## src/rtl/pc_fetch_unit.sv

```systemverilog
// PC register and single-outstanding IMEM fetch sequencer with a decode handshake.
// Optional misaligned-next-PC trap is enabled by defining MISALIGN_TRAP_EN.
module pc_fetch_unit #(
    parameter logic [31:0] RESET_PC = 32'h0000_0000,
    parameter logic [31:0] TRAP_VEC = 32'h0000_0080
) (
    input  logic        clk,
    input  logic        rstn,
    input  logic [31:0] npc_i,
    output logic        imem_req,
    output logic [31:0] imem_addr,
    input  logic        imem_gnt,
    input  logic        imem_rvalid,
    input  logic [31:0] imem_rdata,
    output logic [31:0] inst_o,
    output logic [31:0] inst_pc_o,
    output logic        inst_valid_o,
    input  logic        inst_ready_i,
    output logic [31:0] fetch_cnt_o,
    output logic        misalign_o,
    output logic [31:0] epc_o
);

    localparam logic [1:0] IDLE = 2'd0;
    localparam logic [1:0] REQ  = 2'd1;
    localparam logic [1:0] WAIT = 2'd2;
    localparam logic [1:0] HOLD = 2'd3;

    logic [1:0]  state_q, state_d;
    logic [31:0] pc_q, pc_d;
    logic [31:0] inst_q, inst_d;
    logic [31:0] inst_pc_q, inst_pc_d;
    logic [31:0] cnt_q, cnt_d;
    logic        hs;
    logic        trap;

    assign hs = (state_q == HOLD) && inst_ready_i;

`ifdef MISALIGN_TRAP_EN
    logic        mis_q;
    logic [31:0] epc_q;

    assign trap = hs && (npc_i[1:0] != 2'b00);

    always_ff @(posedge clk or negedge rstn) begin
        if (!rstn) begin
            mis_q <= 1'b0;
            epc_q <= 32'h0;
        end else begin
            mis_q <= trap;
            if (trap) begin
                epc_q <= npc_i;
            end
        end
    end

    assign misalign_o = mis_q;
    assign epc_o      = epc_q;
`else
    assign trap       = 1'b0;
    assign misalign_o = 1'b0;
    assign epc_o      = 32'h0;
`endif

    always_comb begin
        state_d   = state_q;
        pc_d      = pc_q;
        inst_d    = inst_q;
        inst_pc_d = inst_pc_q;
        cnt_d     = cnt_q;
        unique case (state_q)
            IDLE: state_d = REQ;
            REQ: begin
                if (imem_gnt) begin
                    state_d = WAIT;
                end
            end
            WAIT: begin
                if (imem_rvalid) begin
                    inst_d    = imem_rdata;
                    inst_pc_d = pc_q;
                    state_d   = HOLD;
                end
            end
            HOLD: begin
                if (inst_ready_i) begin
                    // Without the trap, low PC bits are simply dropped.
                    pc_d    = trap ? TRAP_VEC : (npc_i & ~32'h3);
                    cnt_d   = cnt_q + 32'd1;
                    state_d = REQ;
                end
            end
            default: state_d = IDLE;
        endcase
    end

    always_ff @(posedge clk or negedge rstn) begin
        if (!rstn) begin
            state_q   <= IDLE;
            pc_q      <= RESET_PC;
            inst_q    <= 32'h0;
            inst_pc_q <= 32'h0;
            cnt_q     <= 32'h0;
        end else begin
            state_q   <= state_d;
            pc_q      <= pc_d;
            inst_q    <= inst_d;
            inst_pc_q <= inst_pc_d;
            cnt_q     <= cnt_d;
        end
    end

    assign imem_req     = (state_q == REQ);
    assign imem_addr    = pc_q;
    assign inst_o       = inst_q;
    assign inst_pc_o    = inst_pc_q;
    assign inst_valid_o = (state_q == HOLD);
    assign fetch_cnt_o  = cnt_q;

endmodule
```

## config.mk

```make
export PLATFORM = sky130hd
export DESIGN_NAME = pc_fetch_unit
export DESIGN_NICKNAME = d
export VERILOG_FILES = /design/src/rtl/pc_fetch_unit.sv
export SDC_FILE = /design/constraint.sdc
export NUM_CORES = 1
export LEC_CHECK = 0
export CAP_MARGIN = 20
export CORE_ASPECT_RATIO = 1.2
export CORE_MARGIN = 1
export CORE_UTILIZATION = 40
export DETAILED_ROUTE_END_ITERATION = 6
export DONT_BUFFER_PORTS = 1
export PLACE_DENSITY = 0.59
export SYNTH_ARGS = -nofsm -noshare
export SYNTH_HDL_FRONTEND = slang
export SYNTH_SLANG_ARGS = --single-unit
```

## constraint.sdc

```tcl
create_clock -name clk -period 2.4 [get_ports clk]
set_input_delay 0.48 -clock clk [delete_from_list [all_inputs] [get_ports clk]]
set_output_delay 0.48 -clock clk [all_outputs]
set_load 0.03 [all_outputs]
```

Word level (Yosys, flattened, before mapping)
Cells that the tools add are included.
W data, S select, Z words.
{ "word_totals": {"regBits": 126, "output_inout_bits": 163, "word_cells": 20} }
{ "op_classes": {"n_addsub": 1, "n_eq_ne": 6, "muxes": 4, "reduce_logical": 4} }
{ "op_table": {"columns": ["cell", "count"], "rows": [
  ["$add A32 B1 Y32 const B", 1],
  ["$pmux W2 S4", 1],
  ["$mux W2", 3],
  ["$eq A2 B2 Y1 const B", 2],
  ["$ne A2 B1 Y1 const B", 2],
  ["$reduce_and A2 Y1", 2],
  ["$reduce_and A3 Y1", 1],
  ["$eq A2 B1 Y1 const B", 1],
  ["$logic_not A2 Y1", 1],
  ["$ne A2 B2 Y1 const B", 1]
]} }

Depth between registers and ports, before layout
{ "logic_depth": {"ltp_word": 3, "ltp_mapped": 6} }

Worst setup path after synthesis
OpenSTA, ideal clock, no wires.
{ "synth_timing": {"path_type": "reg2reg", "start": "register state_q[0]", "end": "register cnt_q[28], in the netlist fetch_cnt_o[28]", "setup_time_ns": 0.080, "t_arrival_ns": 1.993, "t_required_ns": 2.320, "slack_ns": 0.327, "stages_incl_launch_ff": 7, "n_path_buf": 1, "synth_period_minus_slack_ns": 2.073, "cell_sequence": "dfrtp_1 ha_1 nand4_1 or4_4 buf_6 nor4_4 xor2_1"} }
{ "synth_between": {"elab_chain_cells": 2} }
{ "synth_lines": {"columns": ["element", "line", "text"], "rows": [
  ["start: declaration", "29", "logic [1:0] state_q, state_d;"],
  ["start signal: assignment", "105", "state_q <= state_d;"],
  ["$eq A2 B2 Y1", null, null],
  ["net inst_valid_o", "17", "output logic inst_valid_o,"],
  ["$reduce_and A2 Y1 (no line)", null, null],
  ["end signal: assignment", "109", "cnt_q <= cnt_d;"],
  ["end: declaration", "33", "logic [31:0] cnt_q, cnt_d;"]
]} }
The timed path passes the listed nets, and every way through them passes these cells.
A chain may end at the register's enable or synchronous reset.

Worst setup path in the final report
{ "layout_timing": {"start": "register cnt_q[3], in the netlist fetch_cnt_o[3]", "end": "register cnt_q[29], in the netlist fetch_cnt_o[29]"} }
{ "layout_between": {"elab_chain_cells": 1} }
{ "layout_lines": {"columns": ["element", "line", "text"], "rows": [
  ["$add A32 B1 Y32", "89", "cnt_d = cnt_q + 32'd1;"]
]} }
No other way between the ends.

==> summary.md <==
| Metric | Value |
|---|---|
| End of the critical path | fetch_cnt_o[29] |
| Share of cells above drive strength 1 | 0.363 |
| Worst-Skew Late Latency | 0.40 ns |
| Final WS setup | 0.414 ns |
| Leak | 2.82 nW |
| Final min period | 1.99 ns |
| PwrDens | 1580 nW/µm² |
| Cts bufs inserted | 17 |
| Fin nets | 468 |
| IO Port Bufs | 0 |
| Antenna Cells | 0 |
| DRC viols | 0 |
| Gpl congestion | 0.744 |
| Maxcap violations | 0 |
| Maximum clock path buffer count | 2 |
| Die width | 108 µm |
| Tcrit/Tclk final | 0.828 |
| R2R cell count | 4 |
| Top-area cell type share of the netlist area | 0.590 |
| Hold Fails Final Rpt | 126 |
| Min-Delay Path Class | in2async |
| Global-route wire length before repair | 15,900 µm |
| Overflow after GRT | 0 |
| Top-count cell post-synth | dfrtp_1 |
| Fin util | 0.474 |
| WP data arrival | 2.32 ns |
| Async SR Flop Fraction | 1.00 |
| Reg-to-reg endpoint | fetch_cnt_o[29] |
| Tightest Pin Transition | 0.530 ns |
| Count of different cell masters after synthesis | 30 |
| Biggest area consumer among synthesized cells | dfrtp_1 |
| Pre-CTS setup slack | 0.419 ns |
| Final setup viols | 0 |
| Critical Path RT | 2.73 ns |
| Number of DRC markers in iteration 0 | 105 |
| CTS tree | yes |
| Primary FF master, synth | dfrtp_1 |
| Synthesized area per cell | 14.1 µm² |
| Max Fanout on Critical Path | 6 |
| Slew margin rel. | 0.646 |
| Vias per std cell | 5.00 |
| Top cells by area, synth | dfrtp_1 59%, mux2_2 20%, buf_4 5.2% |
| Total power | 0.00962 W |
| Netlist Area Pre-Place | 5340 µm² |
| Seq. cell area | 3150 µm² |
| Cells after synthesis | 379 |
| Overall Global Routing Usage | 0.153 |
| Fin. max-slew vios | 0 |
| Register area share after synthesis | 0.590 |
| Core Rows | 45 |
| Setup crit start | fetch_cnt_o[3] |
| TritonRoute pass-1 iters | 4 |
| Synth top cells by count | 126 x dfrtp_1, 93 x mux2_2, 37 x buf_4 |
| ANT nets after route | 0 |
| Initial Util | 0.416 |
| Chip height | 129 µm |
| Initial antenna violation count | 0 |
| Worst vdd ir | 0.762 mV |
| Largest net degree at the start of global routing | 127 |
| Reg2reg setup slack | 0.41 ns |
| Final WL | 10,100 µm |
| Fillers | 1,174 |
| Clock transition at path regs | 0.05 ns |
| Via count | 2,859 |
| Synth Register Bits | 126 |
| Clock skew | 0.00604 ns |
| Setup CP Type | reg2reg |
| Worst r2r src | fetch_cnt_o[3] |
| Ports | 232 |
| H-tree level count | 4 |
| Post-DP HPWL | 7010 µm |
| RSZ-0062 raised after global routing | false |
| Post_cts resized | 0 |
| Failing checks | hold timing |
| Status | complete, but fails checks |
| Fmax | 503 MHz |
| WL per Instance | 17.7 µm |
| Setup TNS | 0 ns |
| Root Buffer | clkbuf_16 |
| CTS Sinks | 126 |
| Area Growth Syn to Fin | 13.8% |
| Startpoint types | flip-flop |
| Critical path capture point type | flip-flop |
| Core Region | 12,800 µm² |
| Worst Hold Slack | -0.230 ns |
| Synth Warn # | 0 |
| Multi-input gate area | 1950 µm² |
| EDFF count, synth | 0 |
| Vias in the first global route | 3,099 |
| Die Area | 13,800 µm² |
| Post-CTS setup buffer count | 0 |
==> metal layers <==
layer | GRT usage | part of all wire | vias up
met5 | 0 | 0 | -
met4 | 0.0596 | 0.017 | 0
met3 | 0.0755 | 0.10 | 15
met2 | 0.256 | 0.51 | 148
met1 | 0.167 | 0.37 | 1432
li1 | - | - | 1264
==> how the worst min path moves through the flow <==
stage               startpoint        endpoint  slack (ns)
floorplan                 rstn  fetch_cnt_o[0]        0.18
global placement          rstn       inst_o[8]        0.19
detailed placement        rstn      inst_o[10]        0.19
CTS                       rstn      inst_o[10]       -0.25
global route              rstn      inst_o[10]       -0.26
finish                    rstn      inst_o[10]       -0.23
==> layout make-up <==
| class | instances | area share |
|---|---|---|
| Clock inverter | 10 | 0.0261 |
| Timing Repair Buffer | 10 | 0.0144 |
| Multi-Input combinational cell | 229 | 0.321 |
| Clock buffer | 22 | 0.0796 |
| Inverter | 11 | 0.00679 |
| Sequential cell | 126 | 0.518 |
| Tap cell | 164 | 0.0337 |
==> worst max-delay path: stages (launching register included) <==
cell and delay, ns:
dfrtp_1 0.64, nand4_4 0.22, or4_4 0.59, nor4_1 0.28, xor2_1 0.17
==> per-stage QoR <==
step / cell area (µm²) / instances / hold slack, ns
floorplan: 5480 / 415 / 0.184
global placement: 5440 / 540 / 0.188
detailed placement: 5440 / 540 / 0.188
CTS: 6080 / 572 / -0.255
global route: 6080 / 572 / -0.261
finish: 6080 / 572 / -0.230
==> cells by family (layout without fill, tap and decap cells) <==
family	count (synthesis)	count (layout)	synth area share
multiplexers	93	93	0.196
AND/OR/NAND/NOR	61	61	0.0785
AO/OA/AOI/OAI	3	3	0.00375
adder cells (fa/ha/maj)	4	4	0.00937
XOR/XNOR	31	31	0.0508
flip-flops	126	126	0.590
other	1	37	0.000702
buffers and inverters	60	53	0.0707
==> sequential cells by signal, summed over array words and instances, names as in the netlist <==
register	flops
imem_addr	30
inst_o	32
inst_pc_o	30
fetch_cnt_o	32
state_q	2
==> where the power goes <==
part / leakage, nW / internal (W) / switching [W]
registers: 1.53 / 0.00297 / 0.00234
logic: 0.981 / 0.000904 / 0.000683
clock network: 0.312 / 0.00184 / 0.000888
total: 2.82 / 0.00571 / 0.00391
==> placed cells by master, fill, tap and decap left out <==
| cell type | n |
|---|---|
| buf_4 | 9 |
| mux2_2 | 93 |
| ha_1 | 4 |
| nand2_1 | 9 |
| nor4_4 | 2 |
| xor2_1 | 14 |
| a222oi_1 | 1 |
| inv_1 | 11 |
| buf_12 | 1 |
| nor3b_2 | 1 |
| bufinv_16 | 4 |
| clkbuf_8 | 4 |
| nor3_1 | 2 |
| nand4_2 | 1 |
| nor2_1 | 10 |
| clkbuf_1 | 1 |
| and3_2 | 2 |
| dfrtp_1 | 126 |
| or4_4 | 2 |
| nor4b_1 | 1 |
| nor4_1 | 4 |
| nand3_1 | 8 |
| nand2_2 | 2 |
| and2_1 | 1 |
| conb_1 | 37 |
| clkinv_4 | 1 |
| clkinvlp_4 | 2 |
| and4_1 | 3 |
| clkbuf_16 | 17 |
| and3_1 | 2 |
| nand4_4 | 2 |
| clkinv_2 | 3 |
| nand4_1 | 7 |
| xnor2_1 | 17 |
| nor3_2 | 2 |
| a21oi_1 | 2 |
(Power assumes the default switching activity.)
